File: src/rtl/duty_ramp_pkg.sv
// Shared types and helpers for the breathing-LED duty ramp.
// The state encoding is also the value presented on the phase output.
package duty_ramp_pkg;

    typedef enum logic [2:0] {
        ST_IDLE    = 3'd0,
        ST_RISE    = 3'd1,
        ST_HOLD_HI = 3'd2,
        ST_FALL    = 3'd3,
        ST_HOLD_LO = 3'd4
    } ramp_state_e;

    localparam int unsigned DUTY_W = 32;

    function automatic logic [DUTY_W-1:0] min_u32(input logic [DUTY_W-1:0] a,
                                                  input logic [DUTY_W-1:0] b);
        return (a < b) ? a : b;
    endfunction

    // The sum is widened to 33 bits so a large step cannot wrap before the clamp.
    function automatic logic [DUTY_W-1:0] step_up(input logic [DUTY_W-1:0] cur,
                                                  input logic [DUTY_W-1:0] step,
                                                  input logic [DUTY_W-1:0] peak);
        logic [DUTY_W:0] sum;
        sum = {1'b0, cur} + {1'b0, step};
        return (sum > {1'b0, peak}) ? peak : sum[DUTY_W-1:0];
    endfunction

    function automatic logic [DUTY_W-1:0] step_down(input logic [DUTY_W-1:0] cur,
                                                    input logic [DUTY_W-1:0] step);
        return (cur <= step) ? 32'd0 : (cur - step);
    endfunction

endpackage

File: src/rtl/duty_ramp_frame_timer.sv
// PWM frame timer: counts 0..PERIOD-1 while enabled and flags the last clock
// of each frame with a registered tick.
module frame_timer #(
    parameter int unsigned PERIOD = 1000
) (
    input  logic clk,
    input  logic rst,
    input  logic en,
    output logic tick
);

    localparam logic [31:0] LAST = 32'(PERIOD - 1);

    logic [31:0] count_r;
    logic        tick_r;

    // Frame counter; tick_r is high exactly while count_r sits at LAST.
    always_ff @(posedge clk) begin
        if (rst || !en) begin
            count_r <= 32'd0;
            tick_r  <= 1'b0;
        end else if (count_r == LAST) begin
            count_r <= 32'd0;
            tick_r  <= 1'b0;
        end else begin
            count_r <= count_r + 32'd1;
            tick_r  <= ((count_r + 32'd1) == LAST);
        end
    end

    assign tick = tick_r;

endmodule

File: src/rtl/duty_ramp.sv
// Breathing duty ramp: rises to a sampled peak, dwells, falls to zero, dwells,
// and repeats, changing duty only at PWM frame boundaries.
module duty_ramp
    import duty_ramp_pkg::*;
#(
    parameter int unsigned PERIOD       = 1000,
    parameter int unsigned DUTY_STEP    = 10,
    parameter int unsigned STEP_PERIODS = 1,
    parameter int unsigned HOLD_PERIODS = 100
) (
    input  logic        clk,
    input  logic        rst,
    input  logic        en,
    input  logic [31:0] max_duty,
    output logic [31:0] duty,
    output logic [31:0] period,
    output logic        frame_tick,
    output logic [2:0]  phase,
    output logic        cycle_done
);

    localparam logic [31:0] PERIOD_C  = 32'(PERIOD);
    localparam logic [31:0] STEP_C    = 32'(DUTY_STEP);
    localparam logic [31:0] STEP_LAST = 32'(STEP_PERIODS - 1);
    localparam logic [31:0] HOLD_LAST = 32'(HOLD_PERIODS - 1);

    ramp_state_e state_r;
    logic [31:0] duty_r;
    logic [31:0] peak_r;
    logic [31:0] step_cnt_r;
    logic [31:0] hold_cnt_r;
    logic        tick_s;
    logic        step_last_s;
    logic        hold_last_s;
    logic [31:0] duty_up_s;
    logic [31:0] duty_dn_s;

    frame_timer #(
        .PERIOD (PERIOD)
    ) u_frame_timer (
        .clk  (clk),
        .rst  (rst),
        .en   (en),
        .tick (tick_s)
    );

    assign step_last_s = (step_cnt_r == STEP_LAST);
    assign hold_last_s = (hold_cnt_r == HOLD_LAST);
    assign duty_up_s   = step_up(duty_r, STEP_C, peak_r);
    assign duty_dn_s   = step_down(duty_r, STEP_C);

    // Breathing state machine; every change besides en-drop/reset waits for a frame tick.
    always_ff @(posedge clk) begin
        if (rst || !en) begin
            state_r    <= ST_IDLE;
            duty_r     <= 32'd0;
            peak_r     <= 32'd0;
            step_cnt_r <= 32'd0;
            hold_cnt_r <= 32'd0;
        end else begin
            case (state_r)
                ST_IDLE: begin
                    state_r    <= ST_RISE;
                    peak_r     <= min_u32(max_duty, PERIOD_C);
                    duty_r     <= 32'd0;
                    step_cnt_r <= 32'd0;
                    hold_cnt_r <= 32'd0;
                end
                ST_RISE: begin
                    if (tick_s) begin
                        if (step_last_s) begin
                            step_cnt_r <= 32'd0;
                            duty_r     <= duty_up_s;
                            if (duty_up_s == peak_r) begin
                                state_r    <= ST_HOLD_HI;
                                hold_cnt_r <= 32'd0;
                            end
                        end else begin
                            step_cnt_r <= step_cnt_r + 32'd1;
                        end
                    end
                end
                ST_HOLD_HI: begin
                    if (tick_s) begin
                        if (hold_last_s) begin
                            state_r    <= ST_FALL;
                            hold_cnt_r <= 32'd0;
                            step_cnt_r <= 32'd0;
                        end else begin
                            hold_cnt_r <= hold_cnt_r + 32'd1;
                        end
                    end
                end
                ST_FALL: begin
                    if (tick_s) begin
                        if (step_last_s) begin
                            step_cnt_r <= 32'd0;
                            duty_r     <= duty_dn_s;
                            if (duty_dn_s == 32'd0) begin
                                state_r    <= ST_HOLD_LO;
                                hold_cnt_r <= 32'd0;
                            end
                        end else begin
                            step_cnt_r <= step_cnt_r + 32'd1;
                        end
                    end
                end
                ST_HOLD_LO: begin
                    if (tick_s) begin
                        if (hold_last_s) begin
                            state_r    <= ST_RISE;
                            peak_r     <= min_u32(max_duty, PERIOD_C);
                            hold_cnt_r <= 32'd0;
                            step_cnt_r <= 32'd0;
                        end else begin
                            hold_cnt_r <= hold_cnt_r + 32'd1;
                        end
                    end
                end
                default: begin
                    state_r    <= ST_IDLE;
                    duty_r     <= 32'd0;
                    step_cnt_r <= 32'd0;
                    hold_cnt_r <= 32'd0;
                end
            endcase
        end
    end

    // Built only from registers so the pulse lines up with the final HOLD_LO tick.
    assign cycle_done = tick_s && (state_r == ST_HOLD_LO) && hold_last_s;
    assign frame_tick = tick_s;
    assign duty       = duty_r;
    assign phase      = state_r;
    assign period     = PERIOD_C;

endmodule

File: config.mk
export PLATFORM = sky130hd
export DESIGN_NAME = duty_ramp
export DESIGN_NICKNAME = d
export VERILOG_FILES = /design/src/rtl/duty_ramp_pkg.sv /design/src/rtl/duty_ramp_frame_timer.sv /design/src/rtl/duty_ramp.sv
export SDC_FILE = /design/constraint.sdc
export NUM_CORES = 1
export LEC_CHECK = 0
export ABC_AREA = 0
export CAP_MARGIN = 30
export CORE_MARGIN = 10
export CORE_UTILIZATION = 35
export CTS_CLUSTER_DIAMETER = 200
export DETAILED_ROUTE_END_ITERATION = 12
export SKIP_LAST_GASP = 1
export SLEW_MARGIN = 40
export SYNTH_ARGS = -nofsm -noshare
export SYNTH_HDL_FRONTEND = slang
export SYNTH_SLANG_ARGS = --single-unit
File: constraint.sdc
create_clock -name clk -period 12.85 [get_ports clk]
set_clock_uncertainty 0.15 [all_clocks]
set_input_delay 1.9275 -clock clk [delete_from_list [all_inputs] [get_ports clk]]
set_output_delay 1.9275 -clock clk [all_outputs]
set_load 0.03 [all_outputs]
==> run_results.csv <==
group,metric,value,unit
status,status,"completed",
timing,grt_setup_unrepaired,"false",
timing,final-hold-violation-count,0,
detailed_routing,number_of_vias_in_the_routed_layout,11200,
worst_setup_path,wp_data_arrival,6.48,ns
pwr,worst_ir_drop_vdd,0.000143,V
pwr,fin_total_pwr,1.96,mW
yosys,yosysWarnings,0,
detailed_routing,post_drt_wl_per_cell,18.0,um
placement,gp_routability_congestion,0.922,
yosys,synth-seq-area-share,28.2,%
detailed_routing,routed-wl-met2,16.8,mm
final_layout,area_growth,12.5,%
worst_setup_path,worst_endpoint_required_time,13.04,ns
worst_setup_path,worst_path_most_repeated_cell,"nand4_1",
clock_tree,gates_resized_cts_repair,0,
clock_tree,clkLatencyLatePin,0.45,ns
detailed_routing,route.layer.met1.wl,16.4,mm
clock_tree,post-cts-setup-buffer-count,0,
yosys,postSynthRegisterBits,164,
clock_tree,number_of_clock_buffers_inserted_by_tritoncts,17,
yosys,yosysUniqueCellTypes,85,
die,row_count,66,
worst_setup_path,timing.critical_path.from_type,"register",
detailed_routing,post_route_wl,35.7,mm
timing,drv_slew,0,
final_layout,post_route_cells_drive_above_1_share,6.11,%
final_layout,insertedDiodeCount,0,
timing,final_min_period_over_clock_period,49.0,%
worst_setup_path,path_buf_inv,3,
timing,setup-tns-final,0,ns
yosys,gate_count_post_synth,1522,
die,core_area,32700,um^2
yosys,yosysTopAreaCell,"dfxtp_1",
yosys,ys_top_cells_by_count,"dfxtp_1 (164), nor2_1 (132), nand2_1 (120), a21oi_1 (103), o21ai_0 (77)",
timing,setup_slack,6.55,ns
placement,numPortBuffers,71,
timing,max_slew.worst_pin.slew,0.803,ns
timing,setup_viol_count_final,0,
yosys,area_share_of_the_leading_cell_type_in_the_synthesized_netlist,28.2,%
detailed_routing,initialDrtViolationCount,902,
yosys,postSynth.asyncResetShare,0,%
detailed_routing,detailroute.wirelength.met3,1.83,mm
global_routing,largest_net_degree_at_the_start_of_global_routing,67,
die,design.portCount,104,
final_layout,final.fill_count,3400,
worst_setup_path,critical_setup_path_class,"reg -> reg",
detailed_routing,top_layer,"met4",
die,floorplan.die.width,202,um
global_routing,grt_pass1_wl,56.3,mm
global_routing,number_of_antenna_violations_at_the_first_check_in_global_routing,0,
timing,min_period,6.30,ns
die,y_dimension_of_the_die,202,um
die,initial_utilization,35.6,%
global_routing,globalRoute.totalOverflow,0,
clock_tree,htreeDepth,4,
worst_setup_path,worstPathMaxFanout,36,
detailed_routing,dr.pass1.iters,5,
detailed_routing,drcViolationCount,0,
yosys,synth_most_common_cell,"dfxtp_1",
timing,fin_hold_ws,0.323,ns
yosys,ys_dominant_reg_cell,"dfxtp_1",
min_path,hold_path.class,"reg -> reg",
clock_tree,cts_tree,"done",
die,die_area,41000,um^2
timing,achievable_freq,0.159,GHz
global_routing,grt_pass1_vias,10200,
yosys,synth_edf_count,0,
timing,worst_slew_margin_rel,46.4,%
yosys,synth_area_leaders,"dfxtp_1 (28%), xnor2_1 (4.7%), a21oi_1 (4.4%)",
worst_setup_path,crit_path_cell_trace,"nand4_1, or4_1, nor3_1, xnor2_1, inv_1, ha_1, nand4_1, nor4_1, nand4_1, a21oi_4, and2_1, buf_4, and2_1, a21oi_4, buf_8, a311oi_1",
yosys,synth.avg_cell_area,7.66,um^2
pwr,total_leakage_power,4.64,nW
clock_tree,cts.clk_slew.worst_paths,0.08,ns
worst_setup_path,timing.critical_path.to_type,"register",
detailed_routing,drtAntennaViolNets,0,
global_routing,globalRouteTotalUtil,16.7,%
final_layout,final_net_count,1599,
pwr,power-per-cell-area,150,nW/um^2
placement,hpwl,25.3,mm
yosys,syn_area,11700,um^2
clock_tree,cts.sinks,164,
worst_setup_path,cpMaxStageDelayCell,"or4_1",
worst_setup_path,critPathMaxStageDelay,0.84,ns
flow_run,max-cap-violations,0,
clock_tree,postCtsHoldBufs,0,
clock_tree,clock-root-buffer,"clkbuf_16",
clock_tree,max-clock-path-buffers,2,
placement,place_ws,6.76,ns
worst_setup_path,critical_path.top_delay_family,"simple AND/OR/NAND/NOR gates",
detailed_routing,vias_per_cell,5.64,
[worst paths after layout]
path,startpoint,endpoint,slack (ns),cells past startpoint
max,duty[9],hold_cnt_r[30],6.55,16
min,u_frame_timer.count_r[0],u_frame_timer.count_r[0],0.32,1
max reg2reg,duty[9],hold_cnt_r[30],6.55,16
min reg2reg,u_frame_timer.count_r[0],u_frame_timer.count_r[0],0.32,1
[per-layer routing]
metal  track usage (%)  vias up
li1                  -     5481
met1              22.4     5312
met2              27.3      329
met3              2.44       49
met4              4.58        0
met5                 0        -
[sequential cells by signal, summed over array words and instances (netlist names)]
| name | flops |
|---|---|
| u_frame_timer.count_r | 32 |
| step_cnt_r | 32 |
| duty | 32 |
| peak_r | 32 |
| phase | 3 |
| u_frame_timer.tick | 1 |
| hold_cnt_r | 32 |
[where the power goes]
| group | leakage (nW) | switching (mW) | internal (mW) |
|---|---|---|---|
| Clock | 0.288 | 0.242 | 0.294 |
| Sequential | 1.32 | 0.0419 | 0.524 |
| Combinational | 3.03 | 0.586 | 0.276 |
[metrics by stage]
step / utilization [%] / instances / cell area, um^2
2_1_floorplan: - / 1552 / 11800
3_3_place_gp: 38.1 / 1947 / 12500
3_5_place_dp: 38.2 / 1947 / 12500
4_1_cts: 40.0 / 1979 / 13100
5_1_grt: 40.1 / 1980 / 13100
6_report: 40.1 / 1980 / 13100
[cell families after synthesis]
family,share of synthesized area [%]
flops,28.2
fa+ha+maj,4.19
other cells,0.0644
compound gates,18.0
mux,1.77
simple gates,29.9
xor+xnor,10.1
buf+inv,7.71
[final cells by class]
class,instances,area (um^2),area share (%)
Multi-Input combinational cell,1196,7630,58.2
Sequential cell,164,3280,25.1
Timing Repair Buffer,84,816,6.22
Tap cell,442,553,4.22
Clock buffer,18,429,3.27
Inverter,62,233,1.78
Clock inverter,14,166,1.27
[layout by cell type, fill, tap and decap left out, types with 44 or more instances in the layout]
master and count:
nand4_1 49, nand2_1 119, nand3_1 62, xnor2_1 62, o21ai_0 76, nor3_1 64
a21oi_1 103, dfxtp_1 164, clkdlybuf4s50_1 71, inv_1 61, nor2_1 132, xor2_1 53
nor4_1 48, and3_1 44
[worst register-to-register path, delay by kind of cell (launching register included)]
family	cells	cell delay (ns)
AOI/OAI and AO/OA	3	1.03
xor gates and xnor gates	1	0.18
adders and majority gates	1	0.29
buffers and inverters	3	0.74
DFF	1	0.70
and+or+nand+nor	8	3.12
Note: power is estimated with default switching activity, not from simulation.
==> RTL edit (same settings) <==
Put a register stage on the outputs `frame_tick` and `cycle_done`. The values now appear one clock later. The other outputs are not delayed to match.
--- a/src/rtl/duty_ramp.sv
+++ b/src/rtl/duty_ramp.sv
@@ -128,8 +128,10 @@
     end
 
     // Built only from registers so the pulse lines up with the final HOLD_LO tick.
-    assign cycle_done = tick_s && (state_r == ST_HOLD_LO) && hold_last_s;
-    assign frame_tick = tick_s;
+    always_ff @(posedge clk) begin
+        frame_tick <= tick_s;
+        cycle_done <= tick_s && (state_r == ST_HOLD_LO) && hold_last_s;
+    end
     assign duty       = duty_r;
     assign phase      = state_r;
     assign period     = PERIOD_C;
Behaviour: no difference found for any inputs over 4 cycles, from zero or initial values; that may be too few to reach the edited logic, so the function may still have changed.
==> RTL edit against the unedited design <==
First-iteration DRC count up 12%. Cell area up 1.7%. Synthesized cell count up 1.5%. Wire length up 10%. Die area up 1.5%. Sequential cell count up 2. Total power down 13%. Synthesized area up 1.6%. Hold slack worse by 0.016 ns. Global-route usage up 2.0 points. Worst setup slack better by 0.46 ns. Sequential power down 2%. Largest cell class unchanged.
==> RTL edit: results (changes against the unedited design) <==
Result of the run: finished clean (unchanged). The layout filler cell count is 3,449 (was 3,400). The met2 track utilization from global routing came out at 27.93% (was 27.27%). The detail-routed via count per cell came out at 5.735 (was 5.642). The met3 routed wirelength came out at 3.048 mm (was 1.829 mm). The overall fraction of global-route tracks in use came out at 18.72% (was 16.69%).

The post-placement cell area came to 12,730 sq um (was 12,490 sq um). The total length of routed met2 wires is 16.64 mm (was 16.80 mm). The timing startpoint of the critical path is duty[1] (was duty[9]). The met1 usage is 25.87% (was 22.40%). The detailed router's first-iteration violation count is 1,009 (was 902). The peak supply drop is 0.1084 mV (was 0.1434 mV).

The arrival time of the worst setup path is 6.06 ns (was 6.48 ns). The sequential element share of the synthesized area came out at 28.06% (was 28.17%). The length of routed wiring on met1 came out at 18.64 mm (was 16.39 mm). The capture endpoint of the worst hold path is frame_tick (was u_frame_timer.count_r[0]). The count of cells along the worst hold path came out at 0 (was 1).

The final instance count without filler cells is 2,017 (was 1,980). The end point of the critical path is hold_cnt_r[7] (was hold_cnt_r[30]). The layout cell share with drive strength beyond 1 came out at 7.712% (was 6.112%).

The final critical-path setup slack came to 7.018 ns (was 6.554 ns). The area share of fa/ha/maj cells after synthesis is 4.120% (was 4.187%). Leading cell types by count after synthesis: sky130_fd_sc_hd__dfxtp_1 (166), sky130_fd_sc_hd__nor2_1 (150), sky130_fd_sc_hd__nand2_1 (107), sky130_fd_sc_hd__a21oi_1 (101), sky130_fd_sc_hd__o21ai_0 (96) (was sky130_fd_sc_hd__dfxtp_1 (164), sky130_fd_sc_hd__nor2_1 (132), sky130_fd_sc_hd__nand2_1 (120), sky130_fd_sc_hd__a21oi_1 (103), sky130_fd_sc_hd__o21ai_0 (77)). The multiplexer area fraction after synthesis came out at 0.9720% (was 1.771%).

The startpoint of the lowest-slack hold path is u_frame_timer.tick (was u_frame_timer.count_r[0]). The net count of the finished layout came out at 1,630 (was 1,599). The sum of net half-perimeters after detailed placement was 28.79 mm (was 25.31 mm). The synthesized instance count is 1,545 (was 1,522). The maximum fanout along the worst path is 20 (was 36). The final RePlAce weighted congestion came to 0.9872 (was 0.9221). The cell at the slowest stage of the critical path was sky130_fd_sc_hd__o41a_4 (was sky130_fd_sc_hd__or4_1). The measured slew at the worst slew-check pin came out at 0.8454 ns (was 0.8027 ns).

The global-route wire length before repair is 62.56 mm (was 56.33 mm). The number of unique standard cell types used by synthesis came out at 83 (was 85). The worst hold margin came out at 0.3067 ns (was 0.3228 ns). The switching power total came out at 0.6926 mW (was 0.8703 mW).

The xor and xnor fraction of the mapped netlist area came out at 9.625% (was 10.13%). The sequential cell area is 3323 sq um (was 3283 sq um).
-- RTL edit: changes by cell type after synthesis, sizes merged, moves of 9 or more --
cell,unedited run,this run
nand3,62,83
o211ai,9,30
o21ai,82,103
and3,44,24
nor2,132,151
nor3,70,85
nand2,120,107
mux2,13,2
nand2b,23,14
-- RTL edit: area by class of cell --
cell class / instances / area share (%)
multi-input combinational: 1220 / 58.34
sequential: 166 / 24.94
timing repair buffer: 87 / 6.235
tap: 448 / 4.207
clock buffer: 18 / 3.221
inverter: 64 / 1.803
clock inverter: 14 / 1.258
-- RTL edit: power groups by stage --
stage	Clock [mW]	Sequential, mW	Combinational (mW)
2_1_floorplan	0	0.559	0.405
3_3_place_gp	0	0.563	0.592
3_5_place_dp	0	0.564	0.596
4_1_cts	0.546	0.552	0.598
5_1_grt	0.566	0.555	0.661
6_report	0.536	0.553	0.615
